## config.mk

```make
export PLATFORM = sky130hd
export DESIGN_NAME = sc_io_debounce_flat
export DESIGN_NICKNAME = d
export VERILOG_FILES = /design/src/rtl/sc_io_pkg.sv /design/src/rtl/sc_io_debounce_if.sv /design/src/rtl/sc_debounce_bit.sv /design/src/rtl/sc_io_debounce.sv /design/src/flat_wrapper.sv
export SDC_FILE = /design/constraint.sdc
export NUM_CORES = 1
export LEC_CHECK = 0
export CAP_MARGIN = 20
export CORE_MARGIN = 2
export CORE_UTILIZATION = 30
export CTS_CLUSTER_SIZE = 25
export DETAILED_ROUTE_END_ITERATION = 7
export PLACE_DENSITY = 0.42
export SLEW_MARGIN = 10
export SYNTH_ARGS = -nofsm -noshare
export SYNTH_HDL_FRONTEND = slang
export SYNTH_SLANG_ARGS = --single-unit
```

## constraint.sdc

```tcl
create_clock -name clock -period 2.8 [get_ports clock]
set_input_delay 0.56 -clock clock [delete_from_list [all_inputs] [get_ports clock]]
set_output_delay 0.56 -clock clock [all_outputs]
set_load 0.02 [all_outputs]
```

## src/rtl/sc_io_pkg.sv

```systemverilog
// Shared constants for the single-cycle computer's switch/key MMIO input path.
// Latency: n/a (constants only).
// Backpressure: n/a.
package sc_io_pkg;

    localparam logic [31:0] SW_ADDR  = 32'hffffff00;
    localparam logic [31:0] KEY_ADDR = 32'hffffff10;

    localparam int DEBOUNCE_CYCLES_DEFAULT = 50000;

    // Synchroniser reset levels in raw pin polarity: switches off, keys released.
    localparam logic SW_SYNC_RESET  = 1'b0;
    localparam logic KEY_SYNC_RESET = 1'b1;

    function automatic int debounce_cnt_width(input int cycles);
        return $clog2(cycles) + 1;
    endfunction

endpackage

```

## src/rtl/sc_io_debounce_if.sv

```systemverilog
// Pin/MMIO-side bundle of the switch/key conditioning stage.
// Latency: n/a (wires only).
// Backpressure: none; levels and sticky flags only.
interface sc_io_debounce_if #(
    parameter int N_SW  = 10,
    parameter int N_KEY = 4
);
    logic [N_SW-1:0]  sw_raw;
    logic [N_KEY-1:0] key_raw;
    logic             key_clr;
    logic [N_SW-1:0]  sw_out;
    logic [N_KEY-1:0] key_level;
    logic [N_KEY-1:0] key_event;
    logic             irq;

    // Pins and MMIO decoder side.
    modport master (
        output sw_raw, key_raw, key_clr,
        input  sw_out, key_level, key_event, irq
    );

    // Conditioning stage side.
    modport slave (
        input  sw_raw, key_raw, key_clr,
        output sw_out, key_level, key_event, irq
    );
endinterface

```

## src/rtl/sc_debounce_bit.sv

```systemverilog
// One input bit: 2-flop synchroniser, run-length counter, debounced level register.
// Latency: 2 + DEBOUNCE_CYCLES cycles from a stable raw change to level.
// Backpressure: none.
module sc_debounce_bit
    import sc_io_pkg::*;
#(
    parameter int   DEBOUNCE_CYCLES = DEBOUNCE_CYCLES_DEFAULT,
    parameter logic RESET_LEVEL     = 1'b0,
    parameter logic INVERT          = 1'b0
) (
    input  logic clock,
    input  logic reset,
    input  logic raw,
    output logic level,
    output logic rise
);
    localparam int             CW       = debounce_cnt_width(DEBOUNCE_CYCLES);
    localparam logic [CW-1:0]  CNT_LAST = CW'(DEBOUNCE_CYCLES - 1);

    logic [1:0]    sync;
    logic [CW-1:0] cnt;
    logic [CW-1:0] cnt_nxt;
    logic          level_nxt;
    logic          samp;

    assign samp = sync[1] ^ INVERT;

    always_comb begin
        cnt_nxt   = '0;
        level_nxt = level;
        if (samp != level) begin
            if (cnt == CNT_LAST) begin
                level_nxt = samp;
            end else begin
                cnt_nxt = cnt + CW'(1);
            end
        end
    end

    // Rising edge of the debounced level, visible the cycle before it registers.
    assign rise = level_nxt & ~level;

    always_ff @(posedge clock) begin
        if (reset) begin
            sync  <= {2{RESET_LEVEL}};
            cnt   <= '0;
            level <= 1'b0;
        end else begin
            sync  <= {sync[0], raw};
            cnt   <= cnt_nxt;
            level <= level_nxt;
        end
    end
endmodule

```

## src/rtl/sc_io_debounce.sv

```systemverilog
// Debounced switch levels and sticky key-press flags for the switch/key MMIO registers.
// Latency: 2 + DEBOUNCE_CYCLES to levels; key_event sets with key_level; irq one cycle later.
// Backpressure: none; key_clr clears flags, a same-cycle press wins. Option: SC_IO_DEBOUNCE_IRQ_EN.
module sc_io_debounce
    import sc_io_pkg::*;
#(
    parameter int N_SW            = 10,
    parameter int N_KEY           = 4,
    parameter int DEBOUNCE_CYCLES = DEBOUNCE_CYCLES_DEFAULT
) (
    input  logic            clock,
    input  logic            reset,
    sc_io_debounce_if.slave io
);
    logic [N_SW-1:0]  sw_level;
    logic [N_SW-1:0]  sw_rise_unused;
    logic [N_KEY-1:0] key_level;
    logic [N_KEY-1:0] key_rise;
    logic [N_KEY-1:0] key_event_q;

    for (genvar i = 0; i < N_SW; i++) begin : g_sw
        sc_debounce_bit #(
            .DEBOUNCE_CYCLES (DEBOUNCE_CYCLES),
            .RESET_LEVEL     (SW_SYNC_RESET),
            .INVERT          (1'b0)
        ) u_bit (
            .clock (clock),
            .reset (reset),
            .raw   (io.sw_raw[i]),
            .level (sw_level[i]),
            .rise  (sw_rise_unused[i])
        );
    end

    // Keys are active-low at the pin; the debounced level is active-high.
    for (genvar i = 0; i < N_KEY; i++) begin : g_key
        sc_debounce_bit #(
            .DEBOUNCE_CYCLES (DEBOUNCE_CYCLES),
            .RESET_LEVEL     (KEY_SYNC_RESET),
            .INVERT          (1'b1)
        ) u_bit (
            .clock (clock),
            .reset (reset),
            .raw   (io.key_raw[i]),
            .level (key_level[i]),
            .rise  (key_rise[i])
        );
    end

    always_ff @(posedge clock) begin
        if (reset) begin
            key_event_q <= '0;
        end else begin
            key_event_q <= (io.key_clr ? '0 : key_event_q) | key_rise;
        end
    end

    assign io.sw_out    = sw_level;
    assign io.key_level = key_level;
    assign io.key_event = key_event_q;

`ifdef SC_IO_DEBOUNCE_IRQ_EN
    logic irq_q;

    always_ff @(posedge clock) begin
        if (reset) begin
            irq_q <= 1'b0;
        end else begin
            irq_q <= |key_event_q;
        end
    end

    assign io.irq = irq_q;
`else
    assign io.irq = 1'b0;
`endif
endmodule

```

## src/flat_wrapper.sv

```systemverilog
// flat-port wrapper written by rule: the top's interface ports become plain ports
module sc_io_debounce_flat import sc_io_pkg::*;
#(
    parameter int N_SW            = 10,
    parameter int N_KEY           = 4,
    parameter int DEBOUNCE_CYCLES = DEBOUNCE_CYCLES_DEFAULT
)
  (clock, reset, io_sw_raw, io_key_raw, io_key_clr, io_sw_out, io_key_level, io_key_event, io_irq);
  sc_io_debounce_if #(.N_SW(N_SW), .N_KEY(N_KEY)) io_i ();
  input  logic clock;
  input  logic reset;
  input wire logic [$bits(io_i.sw_raw)-1:0] io_sw_raw;
  input wire logic [$bits(io_i.key_raw)-1:0] io_key_raw;
  input wire logic [$bits(io_i.key_clr)-1:0] io_key_clr;
  output wire logic [$bits(io_i.sw_out)-1:0] io_sw_out;
  output wire logic [$bits(io_i.key_level)-1:0] io_key_level;
  output wire logic [$bits(io_i.key_event)-1:0] io_key_event;
  output wire logic [$bits(io_i.irq)-1:0] io_irq;
  assign io_i.sw_raw = io_sw_raw;
  assign io_i.key_raw = io_key_raw;
  assign io_i.key_clr = io_key_clr;
  assign io_sw_out = io_i.sw_out;
  assign io_key_level = io_i.key_level;
  assign io_key_event = io_i.key_event;
  assign io_irq = io_i.irq;
  sc_io_debounce #(.N_SW(N_SW), .N_KEY(N_KEY), .DEBOUNCE_CYCLES(DEBOUNCE_CYCLES)) u_core (.clock(clock), .reset(reset), .io(io_i));
endmodule
```

==> Word-level counts from Yosys, hierarchy flattened <==
Index checks and enable logic that the tools add are counted.
{ "word_totals": {"word_cells": 145, "reg_bits": 284, "input_bits": 17, "output_inout_bits": 19} }
{ "classes": {"n_reduce_logical": 24, "n_eq_ne": 28, "n_mux": 9, "n_bitwise": 27, "n_addsub": 14} }
{ "op_table": {"columns": ["cell", "n"], "rows": [
  ["$add 17x1->17 const B", 14],
  ["$eq 17x16->1 const B", 14],
  ["$reduce_or 3->1", 14],
  ["$not 1->1", 22],
  ["$reduce_and 2->1", 10],
  ["$ne 1x1->1", 14],
  ["$mux 1", 8],
  ["$and 1x1->1", 4],
  ["$mux 4", 1],
  ["$or 4x4->4", 1]
]} }

==> Logic depth before layout (Yosys ltp) <==
{ "depth": {"depth_word": 5, "mapped_depth": 8, "mapped_depth_nobuf": 5} }

==> Hierarchy <==
From an unflattened synthesis, not the netlist that was laid out.
{ "unflattened": {"cells_unflattened": 1424, "hier_area_um2": 12588.3} }
{ "by_module_without_submodules": {"columns": ["module", "seq_area_each_um2", "instances", "cells_each", "area_per_inst_um2"], "rows": [
  ["sc_debounce_bit (u_core.g_sw[0].u_bit ...)", 400.4, 10, 101, 890.9],
  ["sc_debounce_bit (u_core.g_key[0].u_bit ...)", 400.4, 4, 99, 882.1],
  ["sc_io_debounce", 80.1, 1, 18, 151.4]
]} }

==> Least setup slack after synthesis <==
Ideal clock, no wire load.
{ "synth_path": {"path_type": "flip-flop to flip-flop", "from": "register u_core.g_sw[9].u_bit.cnt[4]", "to": "register u_core.g_sw[9].u_bit.cnt[15]", "setup_time_ps": 115, "synth_period_minus_slack_ps": 1991, "arrival_time_ps": 1876, "t_required_ps": 2685, "n_path_buf": 1, "path_slack_ps": 809, "stages_incl_launch_ff": 6, "cell_sequence": "dfxtp_1 > or4_1 > or4_4 > o211ai_2 > buf_4 > nor2_1"} }
{ "synth_via": {"elab_chain_len": 2, "elab_cells_between_ends": 3, "classes_between": "1 x add/sub; 1 x eq/ne; 1 x reduce/logical"} }
{ "synth_rtl": {"columns": ["item", "line_no", "rtl"], "rows": [
  ["start, declared", "sc_debounce_bit.sv:21", "logic [CW-1:0] cnt;"],
  ["start signal, assigned", "sc_debounce_bit.sv:50", "cnt <= cnt_nxt;"],
  ["branches (longest 2 deep; another with $add 17x1->17)", null, null]
]} }
Several ways; the timed one is not identified.
A chain may end at the register's enable or synchronous reset.

==> Worst setup path after layout <==
{ "layout_path": {"from": "register u_core.g_key[2].u_bit.cnt[10]", "to": "register u_core.g_key[2].u_bit.cnt[6]"} }
{ "layout_via": {"elab_chain_len": 2} }
{ "layout_rtl": {"columns": ["item", "line_no", "rtl"], "rows": [
  ["start, declared", "sc_debounce_bit.sv:21", null],
  ["start signal, assigned", "sc_debounce_bit.sv:50", null],
  ["$eq 17x16->1", "sc_debounce_bit.sv:32", "if (cnt == CNT_LAST) begin"],
  ["$reduce_or 3->1 (no line)", null, null]
]} }
Every way passes these cells.

==> flow_metrics.tcl <==
set metrics [dict create \
    crit_path_start_kind "register" \
    worst_skew_pair.late_latency_ns 0.51 \
    num_vias 9184 \
    io-pin-count 36 \
    max-cap-violations 0 \
    layout-drive-gt1-share_pct 6.409 \
    fillerInstances 4058 \
    cts_tree "yes" \
    synth_fp_nets 1421 \
    timing.critical_path.required_ns 3.17 \
    synth.largest_area_cell "sky130_fd_sc_hd__dfxtp_1" \
    criticalPathCategory "reg -> reg" \
    setup_tns_ns 0 \
    gr-total-overflow 0 \
    start_util_pct 30.51 \
    compound_gate_fraction_of_synth_area_pct 3.144 \
    async_reset_ff_share_pct 0 \
    first_pass_grt_wire_length_microns 41760 \
    finish.net_count 1461 \
    syn_to_final_growth_pct 16.33 \
    final_core_utilization_pct 35.49 \
    setup_slack_reg_to_reg_ns 0.53 \
    post_cts_resized 0 \
    place_congestion 0.7565 \
    tightestPinTransition_ns 0.9082 \
    drt_first_pass_iters 4 \
    die_w_microns 205.5 \
    die_area_sq_um 42220 \
    arrival_ns 2.64 \
    synth_top_family_by_area "simple AND/OR/NAND/NOR gates" \
    clock_tree_root_buffer_cell "sky130_fd_sc_hd__clkbuf_16" \
    die_height_microns 205.5 \
    layout_setup_ws_ns 0.5336 \
    timing.critical_path.to_type "register" \
    buffer_ports.inserted 34 \
    setup-violations-final 0 \
    cts_setup_buffers 0 \
    final-instance-count-excl-fill 1976 \
    cts_max_path_buffers 3 \
    synthesis.area_per_instance_sq_um 8.761 \
    seq_area_sq_um 5685 \
    fin_total_pwr_mw 8.605 \
    groute.usage.overall_pct 11.74 \
    htree_levels 2 \
    dp_worst_setup_slack_ns 0.4867 \
    initial_drc_count 340 \
    post-route-drc-count 0 \
    powerDensity_nw_per_um2 607.4 \
    min_period_over_period_pct 80.94 \
    synth_xor_area_share_pct 15.25 \
    ant_nets 0 \
    synth_area_sq_um 12180 \
    dpl.cell_count 1919 \
    avgRoutedWirePerCell_microns 12.32 \
    antenna-diode-count 0 \
    synthCells 1390 \
    finClkSkew_ns 0.02118 \
    ctsHoldBuffers 0 \
    synth_sequential_area_ratio_pct 46.69 \
    synth_most_common_cell "sky130_fd_sc_hd__dfxtp_1" \
    synth_top_flop_cell "sky130_fd_sc_hd__dfxtp_1" \
    ffs_latches_synth 284 \
    netlist.area_leader.share_pct 46.69 \
    fmax_mhz 441.2 \
    core_area_sq_um 39910 \
    multiInputGateArea_sq_um 6045 \
    final_max_slew_viol_count 0 \
    detailedPlacementHpwl_microns 16430 \
    routed_via_density 4.648 \
    muxShareOfSynthArea_pct 0.2466 \
    synth_top_cells_by_count "sky130_fd_sc_hd__dfxtp_1, sky130_fd_sc_hd__nor2_1, sky130_fd_sc_hd__xnor2_1, sky130_fd_sc_hd__nand3_1, sky130_fd_sc_hd__nand4_1" \
    rsz0062_at_grt "false" \
    final_hold_viol_count 0 \
    synth.yosys.warnings 0 \
    largest_net_degree_at_the_start_of_global_routing 23 \
    tritoncts_num_sinks 284 \
    min_path_type "reg -> reg" \
    worst_ir_drop_vdd_mv 0.2811 \
    period_minus_slack_ns 2.266 \
    timing.max_slew.rel_slack_pct 38.81 \
    post_synth_and_or_nand_nor_area_fraction_pct 29.53 \
    post_synth_fa_ha_maj_area_fraction_pct 1.438 \
    clkSlewWorstSetupHoldPaths_ns 0.06 \
    synth_enable_flop_cells 0 \
    cp_max_fo 17 \
    run_status "finished clean" \
    synth_area_leaders "sky130_fd_sc_hd__dfxtp_1, sky130_fd_sc_hd__xnor2_1, sky130_fd_sc_hd__nor2_1" \
    antenna_violations_before_repair 0 \
    post_synth_num_cell_types 46 \
    grt_pass1_vias 8646 \
    rows 73 \
    total_leakage_power_nw 4.137 \
    numCtsBuffers 34 \
    route.final.wire_length_microns 24340 \
]
[cell type report]
class,instances,share of cell area (%)
multi-input cells,1007,42.67
clock buffers,50,7.075
inverters,54,1.431
repair buffers,49,3.250
well taps,525,4.637
flip-flops and latches,284,40.13
clock inverters,7,0.8037
[kinds of logic (layout without fill, tap and decap cells)]
| kind of cell | count (synthesis) | count (layout) |
|---|---|---|
| compound gates | 59 | 59 |
| xor+xnor | 212 | 212 |
| fa+ha+maj | 14 | 14 |
| buf+inv | 99 | 160 |
| flops | 284 | 284 |
| mux | 3 | 3 |
| other cells | 1 | 1 |
| simple gates | 718 | 718 |
[state kept, by name (all words and copies together) (netlist names)]
signal,flops
u_core.g_sw.u_bit.sync,20
u_core.g_key.u_bit.cnt,68
u_core.g_key.u_bit.level,4
u_core.g_sw.u_bit.level,10
u_core.io.key_event,4
u_core.g_key.u_bit.sync,8
u_core.g_sw.u_bit.cnt,170
[metrics by stage]
step / hold slack [ns] / instance area (sq um)
floorplan: 0.3895 / 12180
global placement: 0.3931 / 13050
detailed placement: 0.3945 / 13050
CTS: 0.4066 / 14170
global route: 0.4335 / 14170
finish: 0.4066 / 14170
[cell usage in the layout (no fill, tap or decap), types with 3 or more instances in the layout]
| cell type | count |
|---|---|
| sky130_fd_sc_hd__a21oi_1 | 23 |
| sky130_fd_sc_hd__and3_1 | 16 |
| sky130_fd_sc_hd__and4_1 | 3 |
| sky130_fd_sc_hd__buf_4 | 14 |
| sky130_fd_sc_hd__bufinv_16 | 3 |
| sky130_fd_sc_hd__clkbuf_1 | 8 |
| sky130_fd_sc_hd__clkbuf_16 | 35 |
| sky130_fd_sc_hd__clkbuf_8 | 7 |
| sky130_fd_sc_hd__clkdlybuf4s50_1 | 33 |
| sky130_fd_sc_hd__clkinv_2 | 3 |
| sky130_fd_sc_hd__dfxtp_1 | 284 |
| sky130_fd_sc_hd__ha_1 | 14 |
| sky130_fd_sc_hd__inv_1 | 53 |
| sky130_fd_sc_hd__mux2i_1 | 3 |
| sky130_fd_sc_hd__nand2_1 | 50 |
| sky130_fd_sc_hd__nand2b_1 | 5 |
| sky130_fd_sc_hd__nand3_1 | 85 |
| sky130_fd_sc_hd__nand4_1 | 72 |
| sky130_fd_sc_hd__nor2_1 | 271 |
| sky130_fd_sc_hd__nor2b_1 | 22 |
| sky130_fd_sc_hd__nor3_1 | 54 |
| sky130_fd_sc_hd__nor4_1 | 71 |
| sky130_fd_sc_hd__o211ai_2 | 3 |
| sky130_fd_sc_hd__o21ai_0 | 11 |
| sky130_fd_sc_hd__o21ai_2 | 3 |
| sky130_fd_sc_hd__o31ai_1 | 6 |
| sky130_fd_sc_hd__o41ai_1 | 3 |
| sky130_fd_sc_hd__or2_2 | 15 |
| sky130_fd_sc_hd__or3_1 | 16 |
| sky130_fd_sc_hd__or4_1 | 23 |
| sky130_fd_sc_hd__or4_4 | 3 |
| sky130_fd_sc_hd__xnor2_1 | 170 |
| sky130_fd_sc_hd__xor2_1 | 42 |
[layer usage]
layer,vias up,part of all wire (%),routed length [microns],track usage [%]
li1,4859,-,-,-
met1,4196,51,12500,16.06
met2,92,43,10520,18.45
met3,37,3.5,859,2.534
met4,0,1.9,457,3.571
met5,-,0,0,0
[final timing paths]
kind | from | endpoint | cells past startpoint
max | u_core.g_key[2].u_bit.cnt[10] | u_core.g_key[2].u_bit.cnt[6] | 4
min | u_core.g_key[0].u_bit.sync[0] | u_core.g_key[0].u_bit.sync[1] | 1
max reg2reg | u_core.g_key[2].u_bit.cnt[10] | u_core.g_key[2].u_bit.cnt[6] | 4
min reg2reg | u_core.g_key[0].u_bit.sync[0] | u_core.g_key[0].u_bit.sync[1] | 1
[where the power goes]
part           internal (mW)  switching, mW  total [mW]
combinational         0.0507         0.0663       0.117
sequential              4.07         0.0138        4.08
clock                   2.74           1.66        4.41
total                   6.86           1.74        8.61
[critical path, stage by stage, from the launching register on]
cell	delay, ns
sky130_fd_sc_hd__dfxtp_1	0.36
sky130_fd_sc_hd__or4_1	0.51
sky130_fd_sc_hd__nor4_1	0.57
sky130_fd_sc_hd__or3_1	0.58
sky130_fd_sc_hd__nor2_1	0.11
(Power assumes the default switching activity.)
